<file path="config.mk">
export PLATFORM = sky130hd
export DESIGN_NAME = lsu_arbiter
export DESIGN_NICKNAME = d
export VERILOG_FILES = /design/src/rtl/lsu_arb_pkg.sv /design/src/rtl/lsu_arb_pick.sv /design/src/rtl/lsu_arbiter.sv
export SDC_FILE = /design/constraint.sdc
export NUM_CORES = 1
export LEC_CHECK = 0
export ABC_AREA = 0
export BUFFER_PORTS_ARGS = -buffer_cell sky130_fd_sc_hd__buf_2
export CAP_MARGIN = 20
export CORE_AREA = 2 2 117 119
export CTS_CLUSTER_DIAMETER = 80
export CTS_CLUSTER_SIZE = 20
export DETAILED_ROUTE_END_ITERATION = 12
export DIE_AREA = 0 0 119 121
export GPL_TIMING_DRIVEN = 0
export PLACE_DENSITY = 0.68
export SLEW_MARGIN = 20
export SYNTH_ARGS = -nofsm -noshare
export SYNTH_HDL_FRONTEND = slang
export SYNTH_SLANG_ARGS = --single-unit
</file>
<file path="constraint.sdc">
create_clock -name i_clk -period 3 [get_ports i_clk]
set_input_delay 0.15 -clock i_clk [delete_from_list [all_inputs] [get_ports i_clk]]
set_output_delay 0.15 -clock i_clk [all_outputs]
set_load 0.1 [all_outputs]
</file>
<file path="src/rtl/lsu_arb_pkg.sv">
// Shared types and defaults for the two-port LSU arbiter.
// Latency: n/a (types and constants only).
// Backpressure: n/a.
package lsu_arb_pkg;

  typedef enum logic [1:0] {
    IDLE = 2'd0,
    OWN0 = 2'd1,
    OWN1 = 2'd2
  } owner_e;

  typedef enum logic {
    P0 = 1'b0,
    P1 = 1'b1
  } port_e;

  localparam int LSU_ARB_MAX_BURST_DEF = 4;

  // Burst counter width; holds MAX_BURST values up to 15.
  localparam int LSU_ARB_CNT_W = 4;

endpackage

</file>
<file path="src/rtl/lsu_arb_pick.sv">
// Combinational round-robin winner pick with a bounded burst length.
// Latency: 0 cycles (pure combinational).
// Backpressure: a losing requester gets no winner slot and must hold its request.
//
// Ports:
//   i_owner, i_cnt, i_last : registered arbiter state
//   i_req0, i_req1         : current requests (already masked by reset)
//   o_win_vld, o_win       : a winner exists / which port it is
module lsu_arb_pick
  import lsu_arb_pkg::*;
#(
  parameter int MAX_BURST = LSU_ARB_MAX_BURST_DEF
) (
  input  owner_e                   i_owner,
  input  logic [LSU_ARB_CNT_W-1:0] i_cnt,
  input  port_e                    i_last,
  input  logic                     i_req0,
  input  logic                     i_req1,
  output logic                     o_win_vld,
  output port_e                    o_win
);

  localparam logic [LSU_ARB_CNT_W-1:0] MAX_B = LSU_ARB_CNT_W'(MAX_BURST);

  always_comb begin
    o_win_vld = i_req0 | i_req1;
    o_win     = P0;
    if (i_req0 && i_req1) begin
      // Contention: the owner keeps the port until its burst budget is spent.
      // Without an owner, the port not served last goes first.
      unique case (i_owner)
        OWN0:    o_win = (i_cnt < MAX_B) ? P0 : P1;
        OWN1:    o_win = (i_cnt < MAX_B) ? P1 : P0;
        default: o_win = (i_last == P0) ? P1 : P0;
      endcase
    end else if (i_req1) begin
      o_win = P1;
    end
  end

endmodule

</file>
<file path="src/rtl/lsu_arbiter.sv">
// Two-port round-robin arbiter in front of the LSU with bounded bursts.
// Latency: grant in the request cycle; load data returns 1 cycle after grant.
// Backpressure: a non-granted requester holds addr/we/wdata until o_gntX.
//
// Ports:
//   i_clk, i_reset                 : clock, synchronous active-high reset
//   i_reqX/i_weX/i_addrX/i_wdataX  : requester X beat (X = 0 core, 1 debug)
//   o_gntX                         : beat accepted this cycle
//   o_rvalidX/o_rdataX             : registered load response to requester X
//   o_lsu_addr/o_st_data/o_lsu_wren: drive to lsu
//   i_ld_data                      : combinational read data from lsu
module lsu_arbiter
  import lsu_arb_pkg::*;
#(
  parameter int ADDR_W    = 32,
  parameter int DATA_W    = 32,
  parameter int MAX_BURST = LSU_ARB_MAX_BURST_DEF
) (
  input  logic              i_clk,
  input  logic              i_reset,
  input  logic              i_req0,
  input  logic              i_req1,
  input  logic              i_we0,
  input  logic              i_we1,
  input  logic [ADDR_W-1:0] i_addr0,
  input  logic [ADDR_W-1:0] i_addr1,
  input  logic [DATA_W-1:0] i_wdata0,
  input  logic [DATA_W-1:0] i_wdata1,
  output logic              o_gnt0,
  output logic              o_gnt1,
  output logic              o_rvalid0,
  output logic              o_rvalid1,
  output logic [DATA_W-1:0] o_rdata0,
  output logic [DATA_W-1:0] o_rdata1,
  output logic [ADDR_W-1:0] o_lsu_addr,
  output logic [DATA_W-1:0] o_st_data,
  output logic              o_lsu_wren,
  input  logic [DATA_W-1:0] i_ld_data
);

  localparam logic [LSU_ARB_CNT_W-1:0] MAX_B = LSU_ARB_CNT_W'(MAX_BURST);

  owner_e                   owner_q, owner_d;
  logic [LSU_ARB_CNT_W-1:0] cnt_q, cnt_d;
  port_e                    last_q, last_d;

  logic  req0_m, req1_m;
  logic  win_vld;
  port_e win;
  logic  win_is_owner;
  logic  ld0, ld1;

  // Requests are ignored while reset is held, so no grant or LSU drive leaks out.
  assign req0_m = i_req0 & ~i_reset;
  assign req1_m = i_req1 & ~i_reset;

  lsu_arb_pick #(
    .MAX_BURST (MAX_BURST)
  ) u_pick (
    .i_owner   (owner_q),
    .i_cnt     (cnt_q),
    .i_last    (last_q),
    .i_req0    (req0_m),
    .i_req1    (req1_m),
    .o_win_vld (win_vld),
    .o_win     (win)
  );

  assign o_gnt0 = win_vld && (win == P0);
  assign o_gnt1 = win_vld && (win == P1);

  assign win_is_owner = ((owner_q == OWN0) && (win == P0)) ||
                        ((owner_q == OWN1) && (win == P1));

  always_comb begin
    o_lsu_addr = '0;
    o_st_data  = '0;
    o_lsu_wren = 1'b0;
    if (o_gnt0) begin
      o_lsu_addr = i_addr0;
      o_st_data  = i_wdata0;
      o_lsu_wren = i_we0;
    end else if (o_gnt1) begin
      o_lsu_addr = i_addr1;
      o_st_data  = i_wdata1;
      o_lsu_wren = i_we1;
    end
  end

  always_comb begin
    owner_d = owner_q;
    cnt_d   = cnt_q;
    last_d  = last_q;
    if (win_vld) begin
      last_d = win;
      if (win_is_owner) begin
        // Saturate so a lone streamer yields immediately once the other port asks.
        cnt_d = (cnt_q < MAX_B) ? cnt_q + 1'b1 : cnt_q;
      end else begin
        owner_d = (win == P0) ? OWN0 : OWN1;
        cnt_d   = LSU_ARB_CNT_W'(1);
      end
    end else begin
      owner_d = IDLE;
      cnt_d   = '0;
    end
  end

  assign ld0 = o_gnt0 & ~i_we0;
  assign ld1 = o_gnt1 & ~i_we1;

  always_ff @(posedge i_clk) begin
    if (i_reset) begin
      owner_q   <= IDLE;
      cnt_q     <= '0;
      last_q    <= P1;
      o_rvalid0 <= 1'b0;
      o_rvalid1 <= 1'b0;
      o_rdata0  <= '0;
      o_rdata1  <= '0;
    end else begin
      owner_q   <= owner_d;
      cnt_q     <= cnt_d;
      last_q    <= last_d;
      o_rvalid0 <= ld0;
      o_rvalid1 <= ld1;
      // Response data is only updated by a load, so it holds across stores/idle.
      if (ld0) o_rdata0 <= i_ld_data;
      if (ld1) o_rdata1 <= i_ld_data;
    end
  end

endmodule

</file>
==> impl.org, run 1 <==
** Outcome
- Status :: complete, no violations

** Worst hold path
- The worst hold path passes through 3 cells.
- The worst hold path begins at i_ld_data[30].
- Worst Hold Path EP :: o_rdata1[30]
- The min-delay analysis places its worst path in the category primary input to register.

** Finish
- For this run, the share of the core covered by cells in the final layout is 0.463.
- The final layout contains 858 nets.
- Final Instance Count excl. Fillers :: 871
- Synthesis-to-finish area growth :: 71.7%
- Of the cells placed in the final design, the portion with a size suffix greater than 1 is 0.576.

** Synth
- Area share of the largest cell type after synthesis :: 0.414
- Sequential area share after synthesis :: 0.414
- In the post-synthesis netlist, the cell with the most instances is dfxtp_1.
- Cell type with the largest total area after synthesis :: dfxtp_1
- EDFF count, synth :: 0
- In the post-synthesis netlist, the biggest area contributors are dfxtp_1 41%, a22o_1 16%, mux2i_1 9.4%, a21oi_2 7.2%, nand2_1 5.1%.
- Of all flip-flops after synthesis, the portion carrying an async set or reset was 0.
- Synthesized instance count :: 380
- After synthesis, the mean cell area works out to 9.28 sq um.
- Count of state elements after synthesis :: 73
- Commonest cells post-synth :: 73 x dfxtp_1, 64 x a22o_1, 48 x nand2_1
- Among all flip-flop cells after synthesis, the most frequent one is dfxtp_1.
- Yosys warnings :: 0
- In this run the cell area of the synthesized design comes to 0.00353 sq mm.
- Distinct cell type count of the synthesized netlist :: 30
- When the netlist entered floorplanning its net count stood at 550.

** Job
- Max-cap violations in this run came to 0.

** Clock tree
- CTS placed an instance of clkbuf_16 at the clock tree root.
- The clock tree synthesis step divided the H-tree into 3 levels.
- TritonCTS buffer count :: 9
- At the later pin of the worst-skew pair, clock insertion delay measures 330 ps.
- TritonCTS built the clock tree.
- Counting along the longest clock path gives a buffer depth of 2.
- For this design, the CTS-stage hold fixing added 0 buffers.
- After clock tree synthesis, the clock-pin slew on the worst setup and hold paths is 60 ps.
- The clock drives 73 sinks.

** Worst setup path
- Crit Path Class :: register to primary output
- Path depth of the worst reg2reg path :: 9
- In this design, the largest share of critical-path delay is due to buffers and inverters.
- Master of the slowest instance on the critical path :: or4b_1
- Reg-to-Reg End :: o_rdata1[21]
- On the worst path, the slowest cell contributes a delay of 520 ps.
- Crit-path max FO :: 10
- WP buf/inv :: 4
- Reg-to-Reg Start :: owner_q[0]
- The worst setup path is launched from a register.
- Critical Path Sink Type :: primary output
- Required time at the worst-slack endpoint :: 2850 ps
- Data arrival, critical path :: 2760 ps
- Across all register-to-register paths, the minimum setup slack is 510 ps.
- Walking the worst path, the cells encountered are inv_1, ha_4, or4b_1, o2111ai_2, nand2b_1, inv_1, buf_2, a22o_2, buf_2.

** Drt
- Detailed Route WL :: 15700 microns
- Initial detailed-routing violation count :: 163
- Dividing the detail-routed wire length by the instance count gives 18.1 microns.
- Using the TritonRoute via totals, the vias-per-cell ratio works out to 4.69.
- Drt drc :: 0
- Total via count after detailed routing :: 4089
- Before antenna repair, the detailed router went through 4 iterations.
- ANT nets after route :: 0

** STA
- In the post-route analysis, the smallest setup slack over all paths is 90.8 ps.
- The smallest clock period supported by the final layout is computed as 2910 ps.
- Final Hold Violating Endpoints :: 0
- Final Cycle Share :: 0.970
- On the final layout, the worst clock skew is 5.05 ps.
- Number of setup violations in the final report :: 0
- Headroom to the max-slew limit :: 0.527
- For the pin with the worst max-slew slack, the measured transition is 710 ps.
- Max Clk Rate :: 344 MHz
- The count of pins over their slew limit is 0.

** Pwr
- The share of total power dissipated in combinational logic is 0.395.
- Cell internal power was estimated by the tool at 0.00201 W.
- In this run the power spent charging and discharging nets is 0.00142 W.
- P per Cell Area :: 566 mW/mm^2
- Cell leakage power :: 3.11 nW
- Sequential group share of total power :: 0.298
- Switching share of power :: 0.415
- Proportion of power drawn by the clock network :: 0.307
- VDD sags by at most 0.400 mV.

** Floorplan
- From left edge to right edge, the die measures 119 microns.
- From bottom edge to top edge, the die measures 121 microns.
- Core ar. :: 0.0131 sq mm
- Placement Rows :: 42
- I/O Pins :: 299
- Floorplan die area :: 0.0144 sq mm
- The initial utilization of the core area, before any placement, comes to 0.270.

** Place
- Prior to clock tree synthesis, the placed netlist has a worst setup slack of -223 ps.
- Once placement completed, the tool counted placed cells totaling 853.
- After legalization and detailed placement, the total HPWL measured 12400 microns.
- Number of I/O port buffers :: 297
- RD Place Congestion :: 0.867

** Global route
- Largest net degree at the start of global routing :: 17
- Across every metal layer, demand over resource in global routing totals 0.205.
- The number of antenna violations at the first check in global routing is 3.
- Via count of the first global-routing pass :: 3953
- Global-route wire length before repair :: 22600 microns
- Global routing finished with a remaining overflow of 0.
-- metal layers --
metal  vias up  GRT usage  wire length [microns]
met1      1871      0.230                   6040
met4         2     0.0811                    581
met3        39     0.0630                   1250
met2       211      0.364                   7840
met5         -          0                     11
li1       1966          -                      -
-- cell usage in the layout, fill, tap and decap left out --
cell       count
buf_2        241
dfxtp_1       73
a22o_1        56
nand2_1       48
buf_6         40
nor2_1        39
mux2i_1       33
a21oi_2       29
nand2_2       20
buf_4         10
clkbuf_4      10
buf_8         10
a21oi_1        9
clkbuf_16      9
clkbuf_1       8
a22o_2         8
buf_12         8
inv_1          5
nand2b_1       5
clkinv_4       4
o21ai_0        3
nand3_1        3
ha_1           3
clkinv_2       3
diode_2        2
clkbuf_2       2
or4b_1         1
o2111ai_2      1
nor3b_1        1
o21a_1         1
o311ai_2       1
o21bai_1       1
o2111a_1       1
or3_1          1
nor2_2         1
a21o_1         1
o2bb2ai_1      1
o31ai_1        1
ha_4           1
bufinv_16      1
-- worst max-delay path by stage --
stage	startpoint	slack, ps	cells after the start	to
floorplan	owner_q[0]	-210	9	o_lsu_wren
global placement	owner_q[0]	-200	10	o_st_data[3]
detailed placement	owner_q[0]	-220	10	o_st_data[10]
CTS	owner_q[0]	1	10	o_st_data[13]
global route	owner_q[0]	-10	9	o_st_data[30]
finish	owner_q[0]	90	9	o_st_data[27]
-- worst reg2reg max path, cell delays in order (launching register included) --
cell and delay [ps]:
dfxtp_1 360, inv_1 100, ha_4 270, or4b_1 520, o2111a_1 180, or3_1 370, buf_6 180, buf_2 200
nand2_1 110, a21oi_2 60
-- sequential cells by signal, summed over array words and instances, names as in the netlist --
name / count
owner_q: 2
o_rdata0: 32
last_q: 1
o_rvalid1: 1
o_rvalid0: 1
cnt_q: 4
o_rdata1: 32
-- power by group through the flow --
stage                     registers (W)  clock network, W  logic (W)
final                           0.00102           0.00105    0.00135
after CTS                       0.00102           0.00108    0.00131
after global placement          0.00104                 0    0.00122
after floorplan                 0.00124                 0   0.000741
after global routing            0.00102           0.00113    0.00140
after detailed placement        0.00104                 0    0.00122
-- area by class of cell --
class | count | area (sq um)
repair buffers | 298 | 1930
multi-input cells | 269 | 1890
diodes | 2 | 5.00
plain buffers | 31 | 230
flip-flops and latches | 73 | 1460
well taps | 176 | 220
clock buffers | 9 | 225
inverters | 6 | 27.5
clock inverters | 7 | 71.3
fillers | 1286 | 7030
-- cells by family (layout without fill, tap and decap cells) --
logic type / after synthesis / in the layout / share of synthesized area
flops: 73 / 73 / 0.414
buf+inv: 38 / 351 / 0.0617
mux: 33 / 33 / 0.0937
simple gates: 119 / 119 / 0.149
fa+ha+maj: 4 / 4 / 0.0142
other cells: 0 / 2 / 0
compound gates: 113 / 113 / 0.267
-- repair_timing --
item                                    in CTS  in global routing
buffers inserted                             1                  0
pin swaps                                    0                  0
endpoints found under the setup margin      65                 66
resized for setup                          114                 46
-- per-stage QoR --
stage | cell area [sq um] | hold WS [ps] | total power [W] | TNS, ps
3_5_place_dp | 5250 | 406 | 0.00226 | -3490
5_1_grt | 6050 | 62.3 | 0.00355 | -22.6
4_1_cts | 5880 | 48.9 | 0.00341 | 0
6_report | 6050 | 62.2 | 0.00343 | 0
2_1_floorplan | 3540 | 277 | 0.00199 | -214
3_3_place_gp | 5250 | 402 | 0.00226 | -3220
No activity file was read; power rests on OpenSTA's default activity.
==> inputs of run 2 (changes only) <==
--- a/config.mk
+++ b/config.mk
@@ -8,14 +8,16 @@
 export ABC_AREA = 0
 export BUFFER_PORTS_ARGS = -buffer_cell sky130_fd_sc_hd__buf_2
 export CAP_MARGIN = 20
-export CORE_AREA = 2 2 117 119
+export CORE_AREA = 2 2 115 117
 export CTS_CLUSTER_DIAMETER = 80
 export CTS_CLUSTER_SIZE = 20
 export DETAILED_ROUTE_END_ITERATION = 12
-export DIE_AREA = 0 0 119 121
+export DIE_AREA = 0 0 117 119
 export GPL_TIMING_DRIVEN = 0
-export PLACE_DENSITY = 0.68
+export PLACE_DENSITY = 0.7
+export SETUP_SLACK_MARGIN = 0.4
 export SLEW_MARGIN = 20
 export SYNTH_ARGS = -nofsm -noshare
 export SYNTH_HDL_FRONTEND = slang
+export SYNTH_HIERARCHICAL = 1
 export SYNTH_SLANG_ARGS = --single-unit
==> impl.org, run 2 <==
** Pwr
- P per Cell Area :: 514 mW/mm^2
- The analysis attributes to cell leakage a power of 3.06 nW.
- VDD sags by at most 0.228 mV.
- Total design power :: 0.00352 W

** Floorplan
- For this configuration, the core starts out at a cell density of 0.281.
- The die covers 0.0139 sq mm.
- Die Width :: 117 microns
- Placement Rows :: 42
- Die extent in y :: 119 microns
- I/O Pins :: 299
- After floorplanning, the core was sized to cover 0.0129 sq mm.

** Synth
- Cell type with the largest total area after synthesis :: dfxtp_1
- Synthesis inferred 73 register bits.
- Most area-consuming cells after synthesis :: dfxtp_1 40%, mux2i_1 18%, nand2_1 13%, a21oi_1 9.1%, nor2_1 7.4%
- Average instance area after synthesis :: 7.65 sq um
- Among all flip-flop cells after synthesis, the most frequent one is dfxtp_1.
- After synthesis, the largest family of logic cells by area is simple AND/OR/NAND/NOR gates.
- Xor/xnor share of the synthesized area :: 0.00242
- The number of nets handed over by synthesis was 642.
- The synthesized design contains 0 enable-type register cells.
- The synthesized-area fraction occupied by ao, oa, aoi and oai cells came to 0.105.
- In the post-synthesis netlist, the cell with the most instances is nand2_1.
- Synthesized instance count :: 473
- Sequential area share after synthesis :: 0.404
- Yosys warnings :: 6
- Post-Syn Area :: 0.00362 sq mm
- Commonest cells post-synth :: 129 x nand2_1, 73 x dfxtp_1, 71 x nor2_1
- Of the total synthesized cell area, the portion taken by AND, OR, NAND and NOR gates is 0.240.
- Area share of the largest cell type after synthesis :: 0.404
- Adder-Cell Fraction of Synth Area :: 0.0104
- In this run, distinct cell masters in the synthesized netlist total 29.
- After synthesis, the share of cell area in mux cells is 0.180.
- Async set or reset register ratio after synthesis :: 0

** STA
- RSZ-0062 raised after global routing :: true
- Skew final :: 7.85 ps
- The count of pins over their slew limit is 0.
- WHS :: 45.0 ps
- In the finished design, the share of the clock period the worst path needs comes to 0.845.
- At the pin with the least slew margin, the transition time is 685 ps.
- Max Clk Rate :: 395 MHz
- Setup violations remaining at the end of the flow were counted as 0.
- Headroom to the max-slew limit :: 0.543
- The number of hold violations in the final report was 0.
- Post-Route Setup TNS :: 0 ps
- Shortest clock period the worst path allows after layout :: 2530 ps

** Worst hold path
- The worst hold path was traced through 2 stages.
- In this run the most critical hold path is launched from i_we0.
- The worst hold path belongs to the class primary input to register.
- For hold timing, the worst endpoint is o_rvalid0.

** Worst setup path
- In this run the critical register-to-register path is launched from owner_q[0].
- Required time at the worst-slack endpoint :: 2850 ps
- Path depth of the worst reg2reg path :: 11
- For this run, the slowest stage of the critical path takes 330 ps.
- Among the stages of the critical path, the cell type that occurs most often is clkbuf_16.
- Reg2reg setup slack :: 630 ps
- The worst setup path is captured at a primary output.
- CP Cell Sequence :: inv_2, ha_4, inv_4, o211a_1, o31a_1, buf_6, clkbuf_16, clkbuf_16, mux2i_4, nor2_4, buf_12
- Data arrival, critical path :: 2380 ps
- The worst register-to-register path ends at o_rdata1[12].
- Crit-path max FO :: 6
- Crit Path Class :: register to primary output
- On the critical path, the stage with the largest delay is an instance of dfxtp_2.
- Critical path launch point type :: register

** Global route
- Entering global routing, the biggest net connects 13 pins.
- Total gr overflow :: 0
- The number of antenna violations at the first check in global routing came to 0.
- For this run, the total global-route usage over all layers was measured as 0.205.
- The first global-routing pass estimated 21900 microns of wire.
- Via count of the first global-routing pass :: 4180

** Clock tree
- The clock drives 73 sinks.
- The root buffer cell chosen for the clock tree is clkbuf_16.
- Clock-pin slew was measured on the worst setup and hold paths at 50 ps.
- Counting along the longest clock path gives a buffer depth of 2.
- TritonCTS built the clock tree.
- TritonCTS buffer count :: 9
- Level count of the clock H-tree :: 3
- Clock insertion delay at the later pin of the skew report :: 330 ps

** Finish
- Synthesis-to-finish area growth :: 89.0%
- Fraction of final layout cells sized beyond drive strength 1 :: 0.574
- For this run, the share of the core covered by cells in the final layout is 0.531.
- After routing the design area is 0.00684 sq mm.
- Most common cell after layout, fill and taps aside :: buf_2
- Final #Nets :: 960
- Largest regs :: o_rdata0: 32 flops, o_rdata1: 32 flops, cnt_q: 4 flops
- Number of diodes :: 0
- Most frequent cells in the layout :: 241 x buf_2, 129 x nand2_1, 71 x dfxtp_1

** Drt
- Dividing the detail-routed wire length by the instance count gives 15.1 microns.
- For this block, the initial DRC count from the detailed router was 236.
- The routed layout has 4342 vias.
- Once detail routing completed, the nets flagged for antenna violations numbered 0.
- After detailed routing, the number of vias per cell comes to 4.47.
- Detailed Route WL :: 14700 microns
- After detailed routing, the number of remaining DRC violations is 0.
- Pre-antenna DRT Iters :: 4

** Place
- The placed instances occupy a cell area of 0.00564 sq mm.
- At the end of routability-driven placement, the weighted congestion stood at 0.850.
- Half-perimeter wire length of the detailed placement result :: 11500 microns
- Number of I/O port buffers :: 297

** Job
- Max-cap check violation count :: 0

** Outcome
- The flow ran to the end, and the final reports show no timing, DRC or antenna violations.
run 2: changes by cell type after synthesis, sizes merged, moves of 3 or more:
cell,delta
a22o,-64
nand2,+61
mux2i,+32
nor2,+31
a21oi,+28
clkbuf,+4
nand2b,-4
nor2b,+4
nand3,-3
run 2: cells by family (layout without fill, tap and decap cells):
group / Yosys count / count (layout)
XOR/XNOR: 1 / 1
buffers and inverters: 43 / 366
AO/OA/AOI/OAI: 73 / 73
flip-flops: 73 / 73
multiplexers: 65 / 65
AND/OR/NAND/NOR: 215 / 215
adder cells (fa/ha/maj): 3 / 3
run 2: critical path: cells and delay by family, from the launching register on:
family | cells | cell delay (ps)
AND/OR/NAND/NOR | 1 | 130
adder cells (fa/ha/maj) | 1 | 280
AO/OA/AOI/OAI | 2 | 360
flip-flops | 1 | 330
buffers and inverters | 6 | 740
multiplexers | 1 | 190
run 2: area by class of cell:
cell class	count	area, sq um
tap	176	220
inverter	6	25.0
fill	1221	6040
multi-input combinational	357	2570
timing repair buffer	307	1990
buffer	37	278
sequential	73	1460
clock buffer	11	233
clock inverter	5	56.3
run 2: stage by stage:
| step | cells | setup WS, ps |
|---|---|---|
| after detailed placement | 946 | -324 |
| final | 972 | 465 |
| after global routing | 972 | 379 |
| after floorplan | 473 | 236 |
| after CTS | 966 | 332 |
| after global placement | 946 | -297 |
run 2: worst max-delay path by stage:
stage	startpoint	to	slack, ps	cells after the start
5_1_grt	owner_q[0]	o_lsu_addr[21]	380	9
2_1_floorplan	i_reset	o_st_data[10]	240	8
4_1_cts	owner_q[0]	o_st_data[3]	330	11
3_3_place_gp	i_reset	o_st_data[10]	-300	9
3_5_place_dp	i_reset	o_st_data[10]	-320	9
6_report	owner_q[0]	o_st_data[26]	470	11
run 2: where the power goes:
| part | switching (W) | total, W | internal, W |
|---|---|---|---|
| logic | 0.00105 | 0.00146 | 0.000415 |
| registers | 0.0000162 | 0.00102 | 0.00100 |
| clock network | 0.000392 | 0.00103 | 0.000642 |
run 2: layer usage:
metal | track usage | up-vias | part of all wire
li1 | - | 2190 | -
met5 | 0 | - | 0
met3 | 0.0377 | 29 | 0.057
met1 | 0.233 | 1941 | 0.39
met4 | 0.0816 | 0 | 0.032
met2 | 0.371 | 182 | 0.52
run 2: timing repair:
action                                  CTS  global route
hold buffers                              0             0
endpoints found under the setup margin   67            63
gates cloned                              2             2
setup buffers                             2             4
pin swaps                                 2             4
gates resized for setup                 165            45
